$ cat src/rtl/pll_phase_pkg.sv
// Shared types and defaults for the ECP5 EHXPLLL dynamic phase-adjust controller.
package pll_phase_pkg;

  typedef enum logic [2:0] {
    ST_IDLE   = 3'd0,
    ST_SETUP  = 3'd1,
    ST_STROBE = 3'd2,
    ST_GAP    = 3'd3,
    ST_FINISH = 3'd4
  } state_t;

  localparam logic [1:0] SEL_CLKOP  = 2'd0;
  localparam logic [1:0] SEL_CLKOS  = 2'd1;
  localparam logic [1:0] SEL_CLKOS2 = 2'd2;
  localparam logic [1:0] SEL_CLKOS3 = 2'd3;

  localparam int DEF_SETUP_CYCLES = 2;
  localparam int DEF_PULSE_CYCLES = 4;
  localparam int DEF_GAP_CYCLES   = 4;

  // Wide enough for any realistic SETUP/PULSE/GAP duration.
  localparam int TIMER_W = 16;

endpackage

$ cat src/rtl/pll_phase_timer.sv
// Loadable down-counter; expire is high during the last cycle of a loaded duration.
module pll_phase_timer #(
  parameter int W = 16
) (
  input  logic         clock,
  input  logic         reset_n,
  input  logic         load,
  input  logic [W-1:0] cycles,
  output logic         expire
);

  logic [W-1:0] cnt;
  logic         running;

  // Loading N makes expire rise in the Nth cycle after the load edge.
  always_ff @(posedge clock) begin
    if (!reset_n) begin
      cnt     <= '0;
      running <= 1'b0;
    end else if (load) begin
      cnt     <= cycles - W'(1);
      running <= 1'b1;
    end else if (running) begin
      if (cnt == '0) begin
        running <= 1'b0;
      end else begin
        cnt <= cnt - W'(1);
      end
    end
  end

  assign expire = running && (cnt == '0);

endmodule

$ cat src/rtl/pll_phase_stepper.sv
// Drives the EHXPLLL PHASESEL/PHASEDIR/PHASESTEP/PHASELOADREG pins from step/reload
// requests and keeps a signed step offset for each of the four PLL outputs.
module pll_phase_stepper
  import pll_phase_pkg::*;
#(
  parameter int SETUP_CYCLES = DEF_SETUP_CYCLES,
  parameter int PULSE_CYCLES = DEF_PULSE_CYCLES,
  parameter int GAP_CYCLES   = DEF_GAP_CYCLES,
  parameter int COUNT_W      = 8,
  parameter int POS_W        = 8
) (
  input  logic               clock,
  input  logic               reset_n,
  input  logic               locked,
  input  logic               req_valid,
  output logic               req_ready,
  input  logic [1:0]         req_sel,
  input  logic               req_dir,
  input  logic [COUNT_W-1:0] req_count,
  input  logic               req_load,
  output logic [1:0]         phasesel,
  output logic               phasedir,
  output logic               phasestep,
  output logic               phaseloadreg,
  output logic               busy,
  output logic               done,
  output logic               aborted,
  input  logic [1:0]         rd_sel,
  output logic [POS_W-1:0]   rd_pos,
  output state_t             dbg_state
);

  // Handshake: a request transfers on a rising edge where req_valid and req_ready
  // are both high; the requester holds req_* stable while req_valid waits for ready.

  localparam logic [TIMER_W-1:0] T_SETUP = TIMER_W'(SETUP_CYCLES);
  localparam logic [TIMER_W-1:0] T_PULSE = TIMER_W'(PULSE_CYCLES);
  localparam logic [TIMER_W-1:0] T_GAP   = TIMER_W'(GAP_CYCLES);

  state_t               state;
  state_t               next_state;
  logic                 timer_load;
  logic [TIMER_W-1:0]   timer_cycles;
  logic                 timer_expire;
  logic                 accept;
  logic                 skip;
  logic                 live;
  logic                 abort;
  logic                 strobe_end;
  logic                 load_q;
  logic [COUNT_W-1:0]   remaining;
  logic [POS_W-1:0]     pos [4];

  assign accept     = req_valid && req_ready;
  assign skip       = (req_count == '0) && !req_load;
  assign live       = (state == ST_SETUP) || (state == ST_STROBE) || (state == ST_GAP);
  assign abort      = live && !locked;
  assign strobe_end = (state == ST_STROBE) && timer_expire && locked;

  pll_phase_timer #(
    .W (TIMER_W)
  ) u_timer (
    .clock   (clock),
    .reset_n (reset_n),
    .load    (timer_load),
    .cycles  (timer_cycles),
    .expire  (timer_expire)
  );

  always_ff @(posedge clock) begin
    if (!reset_n) begin
      state <= ST_IDLE;
    end else begin
      state <= next_state;
    end
  end

  always_comb begin
    next_state   = state;
    timer_load   = 1'b0;
    timer_cycles = T_SETUP;
    unique case (state)
      ST_IDLE: begin
        if (accept) begin
          if (skip) begin
            next_state = ST_FINISH;
          end else begin
            next_state   = ST_SETUP;
            timer_load   = 1'b1;
            timer_cycles = T_SETUP;
          end
        end
      end
      ST_SETUP: begin
        if (!locked) begin
          next_state = ST_IDLE;
        end else if (timer_expire) begin
          next_state   = ST_STROBE;
          timer_load   = 1'b1;
          timer_cycles = T_PULSE;
        end
      end
      ST_STROBE: begin
        if (!locked) begin
          next_state = ST_IDLE;
        end else if (timer_expire) begin
          next_state   = ST_GAP;
          timer_load   = 1'b1;
          timer_cycles = T_GAP;
        end
      end
      ST_GAP: begin
        if (!locked) begin
          next_state = ST_IDLE;
        end else if (timer_expire) begin
          if (remaining != '0) begin
            next_state   = ST_STROBE;
            timer_load   = 1'b1;
            timer_cycles = T_PULSE;
          end else begin
            next_state = ST_FINISH;
          end
        end
      end
      ST_FINISH: begin
        next_state = ST_IDLE;
      end
      default: begin
        next_state = ST_IDLE;
      end
    endcase
  end

  // Strobes decode straight from the state register, so a lock-loss edge releases them.
  always_comb begin
    req_ready    = (state == ST_IDLE) && locked && reset_n;
    busy         = (state != ST_IDLE);
    done         = (state == ST_FINISH);
    phasestep    = !((state == ST_STROBE) && !load_q);
    phaseloadreg = !((state == ST_STROBE) && load_q);
  end

  assign dbg_state = state;

  // A zero-count request leaves the phase pins untouched since no strobe follows.
  always_ff @(posedge clock) begin
    if (!reset_n) begin
      phasesel  <= SEL_CLKOP;
      phasedir  <= 1'b0;
      load_q    <= 1'b0;
      remaining <= '0;
      aborted   <= 1'b0;
      for (int i = 0; i < 4; i++) begin
        pos[i] <= '0;
      end
    end else begin
      aborted <= abort;
      if (accept) begin
        load_q    <= req_load;
        remaining <= req_load ? COUNT_W'(1) : req_count;
        if (!skip) begin
          phasesel <= req_sel;
          phasedir <= req_dir;
        end
      end
      if (strobe_end) begin
        remaining <= remaining - COUNT_W'(1);
        if (load_q) begin
          pos[phasesel] <= '0;
        end else if (phasedir) begin
          pos[phasesel] <= pos[phasesel] - POS_W'(1);
        end else begin
          pos[phasesel] <= pos[phasesel] + POS_W'(1);
        end
      end
    end
  end

  assign rd_pos = pos[rd_sel];

endmodule

$ cat config.mk
export PLATFORM = sky130hd
export DESIGN_NAME = pll_phase_stepper
export DESIGN_NICKNAME = d
export VERILOG_FILES = /design/src/rtl/pll_phase_pkg.sv /design/src/rtl/pll_phase_timer.sv /design/src/rtl/pll_phase_stepper.sv
export SDC_FILE = /design/constraint.sdc
export NUM_CORES = 1
export LEC_CHECK = 0
export CAP_MARGIN = 30
export CORE_MARGIN = 3
export CORE_UTILIZATION = 50
export CTS_CLUSTER_DIAMETER = 50
export DETAILED_ROUTE_END_ITERATION = 6
export DONT_BUFFER_PORTS = 1
export PLACE_DENSITY = 0.74
export SYNTH_ARGS = -nofsm -noshare
export SYNTH_HDL_FRONTEND = slang
export SYNTH_SLANG_ARGS = --single-unit
$ cat constraint.sdc
create_clock -name clock -period 9.33 [get_ports clock]
set_clock_uncertainty 0.15 [all_clocks]
set_input_delay 1.866 -clock clock [delete_from_list [all_inputs] [get_ports clock]]
set_output_delay 1.866 -clock clock [all_outputs]
set_load 0.01 [all_outputs]
==> flow_metrics.tcl <==
set metrics [dict create \
    status "finished clean" \
    finalSetupTns_ns 0 \
    startpoint "rd_sel[0]" \
    setup_viol 0 \
    maxSlewHeadroom_pct 47.6 \
    end_kind "output pin" \
    globalRouteTotalUtil_pct 22.3 \
    yosysUniqueCellTypes 62 \
    wl_um 9150 \
    clk_latency_ns 0.35 \
    start_kind "input port" \
    hold_viol_final 0 \
    cts_setup_buffers 0 \
    rsz0062_at_grt "false" \
    reg2reg_slack_ns 5.88 \
    crit_family "multiplexers" \
    grt_antenna_before_repair 0 \
    cts_htree_levels 3 \
    synth_cells 381 \
    cp_num_buf_inv 0 \
    rr_worst_depth 10 \
    p_total_mw 0.750 \
    dr_wl_met2_um 4080 \
    period_minus_slack_ns 4.40 \
    worst-slew-pin-transition_ns 0.775 \
    ys_seq_area_share_pct 44.5 \
    netlist_area_sq_mm 0.00373 \
    io_pins 38 \
    gp_congestion 0.902 \
    topRoutingLayerUsed "met4" \
    final_cell_mix "50 x nor2_1, 44 x nand2_1, 35 x dfxtp_1" \
    wl_met1_um 3860 \
    drc 0 \
    avgSynthCellArea_sq_um 9.80 \
    coreArea_sq_mm 0.00702 \
    cp_slowest_cell "mux4_2" \
    vias 3138 \
    vias_per_cell 6.55 \
    drt_iter0_markers 229 \
    cts_made_buffers 9 \
    grt_first_pass_wirelength_um 14900 \
    start_util_pct 53.2 \
    p_leak_nw 1.38 \
    yosys_warnings 0 \
    r2r-start "u_timer.cnt[13]" \
    max_stage_delay_ns 0.52 \
    powerDensity_mw_per_mm2 187 \
    cts_sinks 67 \
    hold_buffers 0 \
    finalNetCount 400 \
    clk_path_buf_depth 2 \
    synthArstFlopShare_pct 0 \
    dp_hpwl_um 6600 \
    path_class "in -> out" \
    clkSlewWorstSetupHoldPaths_ns 0.08 \
    wl_per_cell_um 19.1 \
    syn_to_final_growth_pct 7.74 \
    postCtsResizedCells 0 \
    crit_required_ns 7.31 \
    drive_gt1_share_pct 10.7 \
    endpoint "rd_pos[2]" \
    maxCapViolCount 0 \
    cp_max_fo 8 \
    synth-main-ff-cell "dfxtp_1" \
    critical_path_depth 1 \
    r2r_end "u_timer.cnt[4]" \
    firstDrtPassIters 4 \
    final_util_pct 57.3 \
    cts_tree "done" \
    syn_nets 403 \
    grt_pass1_vias 2968 \
    synth-edff-count 32 \
    die_area_sq_mm 0.00854 \
    portBuffers 0 \
    num_rows 30 \
    drv_slew 0 \
    ys_ff_latch 67 \
    placed_area_sq_mm 0.00380 \
    max_freq_mhz 227 \
    clock_tree.root_cell "clkbuf_8" \
    gr-total-overflow 0 \
    layout_commonest_cell "nor2_1" \
    hp-class "reg -> reg" \
    period_share_pct 47.2 \
    fp.dieH_um 92.4 \
    drtAntennaViolNets 0 \
    finalInstanceArea_sq_mm 0.00402 \
    ir_drop_mv 0.100 \
    grt_max_degree 22 \
    met3_length_um 922 \
    arrival_ns 2.39 \
    path_cells "mux4_2" \
    die_x_um 92.4 \
    antenna_cells 0 \
    nFillCells 622 \
]
[per-layer routing]
metal	up-vias	GRT usage, %
met4	0	11.5
met2	177	34.0
met3	26	5.85
li1	1443	-
met1	1492	29.3
met5	-	0
[report_power, final]
| part | switching [mW] | internal, mW |
|---|---|---|
| logic | 0.0830 | 0.0474 |
| registers | 0.0215 | 0.323 |
| clock network | 0.123 | 0.153 |
[worst min path at each step]
| stage | startpoint | endpoint | slack, ns | cells after the start |
|---|---|---|---|---|
| 3_3_place_gp | remaining[0] | remaining[0] | 0.35 | 2 |
| 3_5_place_dp | remaining[0] | remaining[0] | 0.35 | 2 |
| 2_1_floorplan | load_q | load_q | 0.31 | 2 |
| 4_1_cts | remaining[0] | remaining[0] | 0.36 | 2 |
| 5_1_grt | remaining[0] | remaining[0] | 0.38 | 2 |
| 6_report | remaining[0] | remaining[0] | 0.37 | 2 |
[cell usage after synthesis, types with 3 or more instances]
| cell type | number | area share (%) |
|---|---|---|
| a21oi_1 | 19 | 2.5 |
| nand4_1 | 9 | 1.5 |
| mux4_1 | 5 | 3.5 |
| xnor2_1 | 7 | 1.6 |
| nand2_1 | 44 | 4.4 |
| and4_1 | 3 | 0.70 |
| mux4_2 | 11 | 6.6 |
| o21ai_0 | 13 | 1.7 |
| a31oi_1 | 8 | 1.3 |
| inv_1 | 10 | 1.0 |
| ha_1 | 4 | 1.3 |
| nand3_1 | 16 | 2.1 |
| or3_1 | 5 | 0.84 |
| nand3b_1 | 4 | 0.80 |
| or4_1 | 3 | 0.60 |
| nor2b_1 | 4 | 0.67 |
| nand2b_1 | 4 | 0.67 |
| o211ai_1 | 5 | 1.0 |
| clkbuf_1 | 12 | 1.2 |
| nor2_1 | 50 | 5.0 |
| a31o_2 | 3 | 0.70 |
| xor2_1 | 6 | 1.4 |
| dfxtp_1 | 35 | 19 |
| edfxtp_1 | 32 | 26 |
| nor4_1 | 8 | 1.3 |
| nor3_1 | 16 | 2.1 |
[flip-flops by register name, indices dropped and copies added (netlist names), named ones only]
signal           flops
phasesel             2
phasedir             1
remaining            8
u_timer.running      1
u_timer.cnt         16
load_q               1
aborted              1
pos                 32
dbg_state            3
[cell type report]
cell class | instances | area [sq um] | share of cell area (%)
multi-input cells | 286 | 1960 | 48.6
flip-flops and latches | 67 | 1660 | 41.3
clock buffers | 9 | 124 | 3.08
well taps | 96 | 120 | 2.99
clock inverters | 7 | 100 | 2.49
inverters | 12 | 45.0 | 1.12
repair buffers | 2 | 15.0 | 0.373
[kinds of logic after synthesis]
kind of cell / after synthesis / synth area share, %
AOI/OAI and AO/OA: 68 / 12.0
xor gates and xnor gates: 13 / 3.05
adders and majority gates: 4 / 1.34
buffers and inverters: 28 / 3.08
DFF: 67 / 44.5
muxes: 17 / 10.5
and+or+nand+nor: 184 / 25.5
[metrics by stage]
stage	cells	worst slack, ns	hold WS [ns]
finish	479	4.93	0.366
global route	479	4.71	0.381
CTS	479	4.92	0.363
detailed placement	463	4.75	0.350
global placement	463	4.87	0.346
floorplan	381	4.43	0.313
Power figures use the tool's default switching activity.
